[config.mk]
export PLATFORM = sky130hd
export DESIGN_NAME = alu_arbiter_flat
export DESIGN_NICKNAME = d
export VERILOG_FILES = /design/src/rtl/alu_arbiter_if.sv /design/src/rtl/alu_arbiter.sv /design/src/flat_wrapper.sv
export SDC_FILE = /design/constraint.sdc
export NUM_CORES = 1
export LEC_CHECK = 0
export CAP_MARGIN = 20
export CORE_ASPECT_RATIO = 0.75
export CORE_MARGIN = 2
export CORE_UTILIZATION = 70
export DETAILED_ROUTE_END_ITERATION = 10
export DONT_BUFFER_PORTS = 1
export MAX_ROUTING_LAYER = met4
export PLACE_DENSITY = 0.95
export REMOVE_ABC_BUFFERS = 1
export SYNTH_ARGS = -nofsm -noshare
export SYNTH_HDL_FRONTEND = slang
export SYNTH_SLANG_ARGS = --single-unit
[constraint.sdc]
create_clock -name clk -period 6.77 [get_ports clk]
set_input_delay 1.6925 -clock clk [delete_from_list [all_inputs] [get_ports clk]]
set_output_delay 1.6925 -clock clk [all_outputs]
set_load 0.005 [all_outputs]
[src/rtl/alu_arbiter_if.sv]
// alu_arbiter_if: request/response bundle between two ALU requesters and the
// shared-ALU arbiter. master = requester/consumer side, slave = arbiter side.
interface alu_arbiter_if #(
    parameter int W = 16
);
    logic         req0_valid;
    logic         req0_ready;
    logic [W-1:0] req0_x;
    logic [W-1:0] req0_y;
    logic [5:0]   req0_ctl;

    logic         req1_valid;
    logic         req1_ready;
    logic [W-1:0] req1_x;
    logic [W-1:0] req1_y;
    logic [5:0]   req1_ctl;

    logic         rsp_valid;
    logic         rsp_ready;
    logic         rsp_id;
    logic [W-1:0] rsp_out;
    logic         rsp_zr;
    logic         rsp_ng;

    logic         busy;

    modport master (
        output req0_valid, req0_x, req0_y, req0_ctl,
        output req1_valid, req1_x, req1_y, req1_ctl,
        output rsp_ready,
        input  req0_ready, req1_ready,
        input  rsp_valid, rsp_id, rsp_out, rsp_zr, rsp_ng,
        input  busy
    );

    modport slave (
        input  req0_valid, req0_x, req0_y, req0_ctl,
        input  req1_valid, req1_x, req1_y, req1_ctl,
        input  rsp_ready,
        output req0_ready, req1_ready,
        output rsp_valid, rsp_id, rsp_out, rsp_zr, rsp_ng,
        output busy
    );
endinterface

[src/rtl/alu_arbiter.sv]
// alu_arbiter: two requesters share one 16-bit Hack ALU, one operation in
// flight. Accept in IDLE, compute and register the result in EXEC, hold the
// response in RESP until the consumer takes it.
//
// Build option: define ALU_ARB_FIXED_PRIO_EN to make req0 win every tie
// (no last-grant history). Default build is round-robin on ties.
//
// state | meaning
// IDLE  | waiting for a request; reqN_ready offered to the arbitration winner
// EXEC  | operands captured; ALU output registered into the response
// RESP  | rsp_valid held with stable payload until rsp_ready

module hack_alu #(
    parameter int W = 16
) (
    input  logic [W-1:0] x,
    input  logic [W-1:0] y,
    input  logic [5:0]   ctl,   // {zx,nx,zy,ny,f,no}
    output logic [W-1:0] out,
    output logic         zr,
    output logic         ng
);
    logic [W-1:0] x_z, x_n, y_z, y_n, f_out;

    // Hack ALU datapath: zero/negate each input, add or AND, optionally negate.
    always_comb begin
        x_z   = ctl[5] ? '0 : x;
        x_n   = ctl[4] ? ~x_z : x_z;
        y_z   = ctl[3] ? '0 : y;
        y_n   = ctl[2] ? ~y_z : y_z;
        f_out = ctl[1] ? (x_n + y_n) : (x_n & y_n);   // carry out of the MSB is dropped
        out   = ctl[0] ? ~f_out : f_out;
        zr    = (out == '0);
        ng    = out[W-1];
    end
endmodule

module alu_arbiter #(
    parameter int W = 16
) (
    input  logic         clk,
    input  logic         rst_n,
    alu_arbiter_if.slave bus
);
    typedef enum logic [1:0] {
        IDLE = 2'd0,
        EXEC = 2'd1,
        RESP = 2'd2
    } state_t;

    state_t       state;

    logic [W-1:0] op_x;
    logic [W-1:0] op_y;
    logic [5:0]   op_ctl;
    logic         op_id;

    logic         rsp_valid_q;
    logic         rsp_id_q;
    logic [W-1:0] rsp_out_q;
    logic         rsp_zr_q;
    logic         rsp_ng_q;
    logic         busy_q;

    logic         grant0;
    logic         grant1;
    logic         ready0;
    logic         ready1;
    logic         accept;

    logic [W-1:0] alu_out;
    logic         alu_zr;
    logic         alu_ng;

`ifdef ALU_ARB_FIXED_PRIO_EN
    // Fixed priority: req0 always wins when both are valid.
    always_comb begin
        grant0 = bus.req0_valid;
        grant1 = bus.req1_valid & ~bus.req0_valid;
    end
`else
    // last_grant: 1 means req1 was granted last, so req0 wins the next tie.
    logic last_grant;

    // Round-robin on ties; a lone requester wins regardless of history.
    always_comb begin
        grant0 = bus.req0_valid & (~bus.req1_valid | last_grant);
        grant1 = bus.req1_valid & (~bus.req0_valid | ~last_grant);
    end
`endif

    // Ready is only offered in IDLE and never while reset is held.
    always_comb begin
        ready0 = grant0 & (state == IDLE) & rst_n;
        ready1 = grant1 & (state == IDLE) & rst_n;
        accept = ready0 | ready1;
    end

    assign bus.req0_ready = ready0;
    assign bus.req1_ready = ready1;
    assign bus.rsp_valid  = rsp_valid_q;
    assign bus.rsp_id     = rsp_id_q;
    assign bus.rsp_out    = rsp_out_q;
    assign bus.rsp_zr     = rsp_zr_q;
    assign bus.rsp_ng     = rsp_ng_q;
    assign bus.busy       = busy_q;

    // The single shared ALU only ever sees the captured operand registers.
    hack_alu #(.W(W)) u_alu (
        .x   (op_x),
        .y   (op_y),
        .ctl (op_ctl),
        .out (alu_out),
        .zr  (alu_zr),
        .ng  (alu_ng)
    );

    // Sequencer: capture on accept, register result, hold until consumed.
    // An async reset mid-operation simply drops everything; nothing replays.
    always_ff @(posedge clk or negedge rst_n) begin
        if (!rst_n) begin
            state       <= IDLE;
            op_x        <= '0;
            op_y        <= '0;
            op_ctl      <= '0;
            op_id       <= 1'b0;
            rsp_valid_q <= 1'b0;
            rsp_id_q    <= 1'b0;
            rsp_out_q   <= '0;
            rsp_zr_q    <= 1'b0;
            rsp_ng_q    <= 1'b0;
            busy_q      <= 1'b0;
`ifndef ALU_ARB_FIXED_PRIO_EN
            last_grant  <= 1'b1;
`endif
        end else begin
            case (state)
                IDLE: begin
                    if (accept) begin
                        op_x   <= ready1 ? bus.req1_x   : bus.req0_x;
                        op_y   <= ready1 ? bus.req1_y   : bus.req0_y;
                        op_ctl <= ready1 ? bus.req1_ctl : bus.req0_ctl;
                        op_id  <= ready1;
`ifndef ALU_ARB_FIXED_PRIO_EN
                        last_grant <= ready1;
`endif
                        busy_q <= 1'b1;
                        state  <= EXEC;
                    end
                end
                EXEC: begin
                    rsp_out_q   <= alu_out;
                    rsp_zr_q    <= alu_zr;
                    rsp_ng_q    <= alu_ng;
                    rsp_id_q    <= op_id;
                    rsp_valid_q <= 1'b1;
                    state       <= RESP;
                end
                RESP: begin
                    // Going back through IDLE costs a cycle, so no accept
                    // can overlap the handshake cycle.
                    if (bus.rsp_ready) begin
                        rsp_valid_q <= 1'b0;
                        busy_q      <= 1'b0;
                        state       <= IDLE;
                    end
                end
                default: begin
                    rsp_valid_q <= 1'b0;
                    busy_q      <= 1'b0;
                    state       <= IDLE;
                end
            endcase
        end
    end
endmodule

[src/flat_wrapper.sv]
// flat-port wrapper written by rule: the top's interface ports become plain ports
module alu_arbiter_flat 
#(
    parameter int W = 16
)
  (clk, rst_n, bus_req0_valid, bus_req0_x, bus_req0_y, bus_req0_ctl, bus_req1_valid, bus_req1_x, bus_req1_y, bus_req1_ctl, bus_rsp_ready, bus_req0_ready, bus_req1_ready, bus_rsp_valid, bus_rsp_id, bus_rsp_out, bus_rsp_zr, bus_rsp_ng, bus_busy);
  alu_arbiter_if #(.W(W)) bus_i ();
  input  logic clk;
  input  logic rst_n;
  input wire logic [$bits(bus_i.req0_valid)-1:0] bus_req0_valid;
  input wire logic [$bits(bus_i.req0_x)-1:0] bus_req0_x;
  input wire logic [$bits(bus_i.req0_y)-1:0] bus_req0_y;
  input wire logic [$bits(bus_i.req0_ctl)-1:0] bus_req0_ctl;
  input wire logic [$bits(bus_i.req1_valid)-1:0] bus_req1_valid;
  input wire logic [$bits(bus_i.req1_x)-1:0] bus_req1_x;
  input wire logic [$bits(bus_i.req1_y)-1:0] bus_req1_y;
  input wire logic [$bits(bus_i.req1_ctl)-1:0] bus_req1_ctl;
  input wire logic [$bits(bus_i.rsp_ready)-1:0] bus_rsp_ready;
  output wire logic [$bits(bus_i.req0_ready)-1:0] bus_req0_ready;
  output wire logic [$bits(bus_i.req1_ready)-1:0] bus_req1_ready;
  output wire logic [$bits(bus_i.rsp_valid)-1:0] bus_rsp_valid;
  output wire logic [$bits(bus_i.rsp_id)-1:0] bus_rsp_id;
  output wire logic [$bits(bus_i.rsp_out)-1:0] bus_rsp_out;
  output wire logic [$bits(bus_i.rsp_zr)-1:0] bus_rsp_zr;
  output wire logic [$bits(bus_i.rsp_ng)-1:0] bus_rsp_ng;
  output wire logic [$bits(bus_i.busy)-1:0] bus_busy;
  assign bus_i.req0_valid = bus_req0_valid;
  assign bus_i.req0_x = bus_req0_x;
  assign bus_i.req0_y = bus_req0_y;
  assign bus_i.req0_ctl = bus_req0_ctl;
  assign bus_i.req1_valid = bus_req1_valid;
  assign bus_i.req1_x = bus_req1_x;
  assign bus_i.req1_y = bus_req1_y;
  assign bus_i.req1_ctl = bus_req1_ctl;
  assign bus_i.rsp_ready = bus_rsp_ready;
  assign bus_req0_ready = bus_i.req0_ready;
  assign bus_req1_ready = bus_i.req1_ready;
  assign bus_rsp_valid = bus_i.rsp_valid;
  assign bus_rsp_id = bus_i.rsp_id;
  assign bus_rsp_out = bus_i.rsp_out;
  assign bus_rsp_zr = bus_i.rsp_zr;
  assign bus_rsp_ng = bus_i.rsp_ng;
  assign bus_busy = bus_i.busy;
  alu_arbiter #(.W(W)) u_core (.clk(clk), .rst_n(rst_n), .bus(bus_i));
endmodule
==> results.txt, run 1 <==
The top cell types in the final layout, fill and taps aside, are 109 x nand2_1, 61 x dfrtp_1, 51 x nor2_1. The number of standard-cell rows in the floorplan is 25. The worst register-to-register path has a depth of 12. The number of primary I/O pins came out at 104.

On the critical path, the stage with the largest delay is an instance of buf_4. The number of buffers between clock root and the deepest sink came out at 2. Ranked by total cell area, the synthesized netlist is headed by dfrtp_1 34%, nand2_1 9.1%, xnor2_1 9.0%. The total CTS buffers came out at 9. A synthesized cell averages approximately 8.2 sq um. Post-CTS repair changed the size of 0 cells. The fraction of post-synthesis cell area in the top cell type by area came out at 0.341. The DRC violations left came out at 0.

The leftover overflow at the end of global routing came out at 0. The startpoint identified for the worst register-to-register timing path is u_core.op_ctl[4]$_DFFE_PN0P_. The flow ran to the end, and the final reports show no timing, DRC or antenna violations.

The number of buffers and inverters on the critical path came out at 3. The mapped netlist covers between 4000 and 5000 sq um. STA classifies the critical path endpoint as an output pin.

The global-route wire length before repair came out at roughly 16000 microns. The detailed placer's ending HPWL is ~7000 microns. The number of global-route vias before repair is 3579.

Walking the worst path, the cells encountered are nor3b_1, nand3_1, buf_4, inv_1, buf_4. The area growth from synthesis to layout is 4.34%. The cell sitting at the root of the clock tree is a clkbuf_8. The maximum level of the CTS H-tree came out at 3.

In the final timing run, aggregate negative setup slack is 0 ns. The minimum clock period is between 4 and 5 ns. The global-route total usage across every layer is 0.302. The total routed wirelength is between 9000 and 10000 microns. Clock-pin slew was measured on the worst setup and hold paths at roughly 0.070 ns. For hold timing, the worst endpoint is u_core.last_grant$_DFFE_PN1P_. The number of setup buffers added after CTS is 0. The critical path is of the in2out type. The critical register-to-register path endpoint is u_core.bus.rsp_zr$_DFFE_PN0P_. The share of flip-flops with an asynchronous set or reset after synthesis came out at 1.00.

Setup repair after global routing left no endpoint under its margin. Once detail routing completed, the nets flagged for antenna violations numbered 0. The minimum setup slack among reg-to-reg paths is ~2.4 ns. The worst setup path is launched from an input pin. TritonCTS built the clock tree. The via total after detailed routing came out at 3834. The number of instances in the synthesized netlist is about 550. The number of violations of the max-capacitance limit is 0. The floorplan step set the die width to around 96 microns. Port buffering added 0 buffers.

The measured slew at the worst slew-check pin came out at 0.925 ns. The final clock skew came out at 0.00907 ns. The number of antenna diodes came out at 0.

Yosys printed 0 warnings. The first-iteration detailed-routing DRC count is 255. After detailed routing, the number of vias per cell comes to 6.30.

The number of synthesized flops with an enable pin came out at 0. The number of antenna violations at the first check in global routing came out at 0. The peak clock frequency supported by timing came out at about 220 MHz. For this design, the CTS-stage hold fixing added 0 buffers.

At the worst endpoint, the required time is between 5 and 6 ns. At the end of routability-driven placement, the weighted congestion stood at just over 0.9. The worst hold path passes through 2 cells. The maximum number of pins on one net before global-route repair is approximately 80. The register area share after synthesis came out at 0.347.

Among cell families on the critical path, the largest total delay comes from buffers and inverters. Measured against its own limit, the worst slew margin works out to 0.383. The final-report hold violation count came out at 0. The post-route clock period utilization is 0.681. Data on the critical path arrives at its endpoint at 2.91 ns. Counting distinct cell types in the post-synthesis netlist gives 69.

Setup violations remaining at the end of the flow were counted as 0. The clock reaches the later pin of the worst-skew pair after between 0.3 and 0.4 ns. The effective utilization at floorplan is 0.718.

For this design, the sink count on the clock tree is 62. The largest total area in the synthesized netlist belongs to dfrtp_1. In the synthesized netlist the dominant register cell turns out to be dfrtp_1. Measured along the y axis, the die boundary spans around 73 microns. After floorplanning, the core was sized to cover between 6000 and 7000 sq um. The number of nets in the layout is 622.

The detail-routed net length per standard cell is about 16 microns. The most common cell after layout, fill and taps aside is nand2_1. Among the stages of the critical path, the cell type that occurs most often is buf_4.

The fraction of final layout cells sized beyond drive strength 1 is 0.0795. The critical-path maximum fanout came out at 63. The first detailed-routing pass took 5 iterations.

The tightest min-delay check is of the reg2reg type. Synthesis inferred 62 register bits. The floorplan step defined a die boundary enclosing between 7000 and 8000 sq um. The number of max-slew violations in the final report is 0.

The largest stage delay on the critical path came out at approximately 0.38 ns. The worst hold path begins at u_core.last_grant$_DFFE_PN1P_.
## final cells by class
class / count / area (sq um)
Multi-Input combinational cell: 438 / 2740
Clock buffer: 10 / 128
Clock inverter: 5 / 75.1
Timing Repair Buffer: 6 / 45.0
Tap cell: 81 / 101
Inverter: 7 / 26.3
Fill cell: 463 / 1560
Sequential cell: 62 / 1550
## registers in the layout (all words and copies together), names as in the netlist
name and flops:
u_core.bus.rsp_zr 1, u_core.bus.busy 1, u_core.last_grant 1, u_core.op_x 16, u_core.op_id 1, u_core.op_ctl 6, u_core.bus.rsp_id 1, u_core.bus.rsp_valid 1
u_core.state 2, u_core.bus.rsp_out 16, u_core.op_y 16
## cell families after synthesis
kind of cell    after synthesis  share of synthesized area
xor+xnor                     47                     0.0921
simple gates                250                      0.262
mux                           7                     0.0168
fa+ha+maj                    17                     0.0492
flops                        62                      0.347
buf+inv                      45                     0.0417
compound gates              117                      0.191
## worst register-to-register path: cells and delay by family (launching register included)
family | cells | cell delay, ns
adder cells (fa/ha/maj) | 2 | 0.81
XOR/XNOR | 1 | 0.17
AO/OA/AOI/OAI | 4 | 0.85
flip-flops | 1 | 0.95
AND/OR/NAND/NOR | 5 | 1.54
## synth_stat cells, types with 6 or more instances
library cell,instances
a21oi_1,8
a31oi_1,41
clkbuf_1,29
dfrtp_1,61
ha_1,16
inv_1,6
nand2_1,109
nand2b_1,37
nand3_1,9
nor2_1,51
nor2b_1,8
nor3_1,10
o21ai_0,23
xnor2_1,46
## how the worst max path moves through the flow
stage,start,endpoint,slack (ns),depth (start not counted)
2_1_floorplan,rst_n,bus_req0_ready,1.49,3
3_3_place_gp,rst_n,bus_req0_ready,2.26,5
3_5_place_dp,rst_n,bus_req0_ready,2.17,5
4_1_cts,rst_n,bus_req0_ready,2.16,5
5_1_grt,u_core.op_ctl[4]$_DFFE_PN0P_,u_core.bus.rsp_zr$_DFFE_PN0P_,2.07,12
6_report,rst_n,bus_req0_ready,2.16,5
## routing by layer
| layer | vias up | global-route usage | routed length (microns) |
|---|---|---|---|
| met3 | 11 | 0.0661 | 696 |
| met1 | 1827 | 0.412 | 4470 |
| met5 | - | - | 0 |
| met4 | 0 | 0.0892 | 78 |
| li1 | 1848 | - | - |
| met2 | 148 | 0.458 | 4600 |
## through the flow
stage / setup slack, ns / area, sq um / util / hold WS (ns) / cells
5_1_grt: 2.07 / 4670 / 0.750 / 0.489 / 609
4_1_cts: 2.16 / 4670 / 0.750 / 0.469 / 609
6_report: 2.16 / 4670 / 0.750 / 0.471 / 609
2_1_floorplan: 1.49 / 4310 / - / 0.443 / 507
3_5_place_dp: 2.17 / 4460 / 0.717 / 0.460 / 594
3_3_place_gp: 2.26 / 4460 / 0.717 / 0.451 / 594
Power of run 1 is not shown: default switching activity piles up to over one toggle a cycle in this logic, so the estimate is an artifact.
==> run 2, diff against run 1 <==
--- a/config.mk
+++ b/config.mk
@@ -8,11 +8,11 @@
 export CAP_MARGIN = 20
 export CORE_ASPECT_RATIO = 0.75
 export CORE_MARGIN = 2
-export CORE_UTILIZATION = 70
+export CORE_UTILIZATION = 65
 export DETAILED_ROUTE_END_ITERATION = 10
 export DONT_BUFFER_PORTS = 1
 export MAX_ROUTING_LAYER = met4
-export PLACE_DENSITY = 0.95
+export PLACE_DENSITY = 0.93
 export REMOVE_ABC_BUFFERS = 1
 export SYNTH_ARGS = -nofsm -noshare
 export SYNTH_HDL_FRONTEND = slang
==> constraint.sdc (replaced) <==
create_clock -name clk -period 4.7 [get_ports clk]
set_input_delay 1.175 -clock clk [delete_from_list [all_inputs] [get_ports clk]]
set_output_delay 1.175 -clock clk [all_outputs]
set_load 0.005 [all_outputs]
==> run 2 against run 1 <==
Final area is 0.83% higher. Cell count is 0.82% higher. Routed wire length is 0.16% lower. Core utilization is 5.1 points lower. Setup slack worse by 1.3 ns. Count of clock-buffer cells in the layout is 2 higher. Die area is 7.3% higher. Sequential cell count stayed put. Critical path type is now reg2reg. Highest routed layer unchanged.
==> results.txt, run 2 (same netlist as run 1, synthesis figures left out) <==
The data arrival time of the critical path came out at 4.16 ns (+1.25 ns). The number of standard-cell rows in the floorplan is 26 (+4.0%). The number of buffers added to fix hold violations after cts is 0 (unchanged). The met1 track utilization from global routing came out at 0.387 (-0.0246). The full die area came out at 7570 sq um (+7.3%).

The number of nets in the layout came out at 624 (+0.32%). Of the available clock period, the critical path in the final layout requires 0.825. The filler cell count in the final layout is 542 (+17%). The number of buffers added on ports came out at 0 (unchanged). The number of antenna violations at the first check in global routing was 0 (unchanged). The final weighted congestion in routability-driven placement was 0.876 (-5.7%). The detail-routed net length per standard cell came out at 16.0 microns (-0.98%). The via total after detailed routing came out at 3830 (-0.10%). The number of buffers between clock root and the deepest sink is 2 (unchanged). The fraction of final layout cells sized beyond drive strength 1 is 0.0830 (+0.00347). The post-CTS clock slew at the launch and capture registers of the worst setup and hold paths is 0.07 ns (about the same). The area of the core came out at 6730 sq um (+8.2%). The count of placed standard cells in the final layout, fillers left out is 614 (+0.82%).

The total routed wirelength is 9830 microns (-0.16%). The count of endpoints failing setup in the final report came out at 0 (unchanged). The maximum level of the CTS H-tree came out at 3 (unchanged).

The path class of the tightest hold or removal check is reg2reg. The mean number of vias per cell was 6.24 (-0.92%). The library cell used most frequently in the layout, excluding fill and tap cells, is nand2_1.

The top cell types in the final layout, fill and taps aside, are 109 x nand2_1, 61 x dfrtp_1, 51 x nor2_1. The highest-delay cell along the critical path is dfrtp_1. The clock latency on the worst-skew pair came out at 0.34 ns (about the same).

The width of the die is 99.8 microns (+3.6%). The global routing usage on met3 is 0.0468 (-0.0193). The first-iteration detailed-routing DRC count is 242 (-5.1%). The area added between synthesis and finish came out at 5.20%. The number of setup buffers added after CTS came to 0 (unchanged).

The flow ran to the end, and the final reports show no timing, DRC or antenna violations. The number of global-route vias before repair was 3384 (-5.4%). The leftover overflow at the end of global routing is 0 (unchanged). The global-route wire length before repair was 16100 microns (-0.94%). The critical-path maximum fanout is 17 (-73%). The clock sink total came out at 62 (unchanged). The post-CTS resize count is 0 (unchanged). The number of nets with antenna violations after routing came out at 0 (unchanged).

The worst slew slack as a fraction of its limit came out at 0.283 (-0.101). The required time reported for the critical path endpoint came to 4.98 ns (-0.10 ns). The DRC violations left came out at 0 (unchanged). The peak clock frequency supported by timing came out at ~260 MHz. The met2 layer usage reported by global route was 0.421 (-0.0364). By startpoint and endpoint, the worst setup path is classified as reg2reg. STA classifies the critical path startpoint as a flop.

The total placed cells including tap cells is 599 (+0.84%). The total CTS buffers is 9 (unchanged). The number of primary I/O pins is 104 (unchanged). The smallest clock period supported by the final layout is computed as slightly below 4 ns.

The detailed placer's ending HPWL came out at 7100 microns (+4.2%). The final-report hold violation count was 0 (unchanged). The number of buffers and inverters on the critical path is 0 (-3). Setup repair after global routing left no endpoint under its margin.

TritonCTS built the clock tree. The cell count along the critical path came out at 13 (+8). The global-route total usage across every layer came out at 0.278 (-0.0241). Counting stages on the worst path, the most repeated cell is nand3_1. The count of TritonRoute iterations in the first routing pass was 5 (unchanged). The chip height is 75.8 microns (+3.6%). The largest stage delay on the critical path came out at 0.56 ns (+0.18 ns). The final clock skew came out at 0.00856 ns (-0.000502 ns). The maximum number of pins on one net before global-route repair is 80 (-1.2%). met2 is the most crowded layer. The number of max-slew violations in the final report came out at 0 (unchanged). The signal on the critical path passes through nand2b_1, xnor2_1, ha_1, fa_1, a211oi_1, o21ai_1, nand3_1, a2111oi_0, nor4b_1, o21ai_0, nor4_2, or4b_1, nand3_1. The depth of the most critical reg-to-reg path is 13 (+1).

The worst hold path stage count came out at 2 (unchanged). The measured slew at the worst slew-check pin came out at 1.08 ns (+0.151 ns). The cell sitting at the root of the clock tree is a clkbuf_8. The number of antenna diodes came out at 0 (unchanged). Among cell families on the critical path, the largest total delay comes from simple AND/OR/NAND/NOR gates. The final setup TNS came out at 0 ns (unchanged). The number of violations of the max-capacitance limit is 0 (unchanged). The effective utilization at floorplan is 0.664 (-0.0543). The type of element capturing the critical path is a flop.
==> run 2: cell count changes in the layout (fill, tap and decap cells not counted), sizes merged <==
cell      change
clkinv        -3
buf           +2
clkbuf        +2
clkinvlp      +1
==> run 2: cell type report <==
class	instances	area (sq um)	share of cell area
multi-input combinational	438	2740	0.582
sequential	62	1550	0.330
clock buffer	12	155	0.0330
tap	84	105	0.0223
clock inverter	3	67.6	0.0144
timing repair buffer	8	60.1	0.0128
inverter	7	26.3	0.00559
==> run 2: per-stage QoR <==
| stage | area [sq um] | hold slack [ns] | setup slack (ns) | utilization |
|---|---|---|---|---|
| after floorplan | 4310 | 0.443 | 0.451 | - |
| after CTS | 4700 | 0.471 | 0.856 | 0.699 |
| after global placement | 4480 | 0.451 | 1.06 | 0.666 |
| final | 4700 | 0.471 | 0.824 | 0.699 |
| after detailed placement | 4480 | 0.460 | 0.884 | 0.666 |
| after global routing | 4700 | 0.501 | 0.398 | 0.699 |
==> run 2: worst paths after layout <==
| check | startpoint | end | slack [ns] |
|---|---|---|---|
| max | u_core.op_ctl[5]$_DFFE_PN0P_ | u_core.bus.rsp_zr$_DFFE_PN0P_ | 0.82 |
| min | u_core.last_grant$_DFFE_PN1P_ | u_core.last_grant$_DFFE_PN1P_ | 0.47 |
| max reg2reg | u_core.op_ctl[5]$_DFFE_PN0P_ | u_core.bus.rsp_zr$_DFFE_PN0P_ | 0.82 |
| min reg2reg | u_core.last_grant$_DFFE_PN1P_ | u_core.last_grant$_DFFE_PN1P_ | 0.47 |
| max in group asynchronous | rst_n | u_core.last_grant$_DFFE_PN1P_ | 4.00 |
| min in group asynchronous | rst_n | u_core.op_ctl[3]$_DFFE_PN0P_ | 0.52 |
==> run 2: worst register-to-register path, stage by stage, from the launching register on <==
cell       delay [ns]
dfrtp_1          0.56
nand2b_1         0.26
xnor2_1          0.14
ha_1             0.31
fa_1             0.45
a211oi_1         0.30
o21ai_1          0.15
nand3_1          0.15
a2111oi_0        0.12
nor4b_1          0.42
o21ai_0          0.21
nor4_2           0.19
or4b_1           0.46
nand3_1          0.09
==> run 2: per-layer routing <==
layer | share of wire | vias up
met2 | 0.45 | 150
li1 | - | 1858
met4 | 0.011 | 0
met5 | 0 | -
met3 | 0.068 | 11
met1 | 0.47 | 1811
Power of run 2 is left out for the same reason.
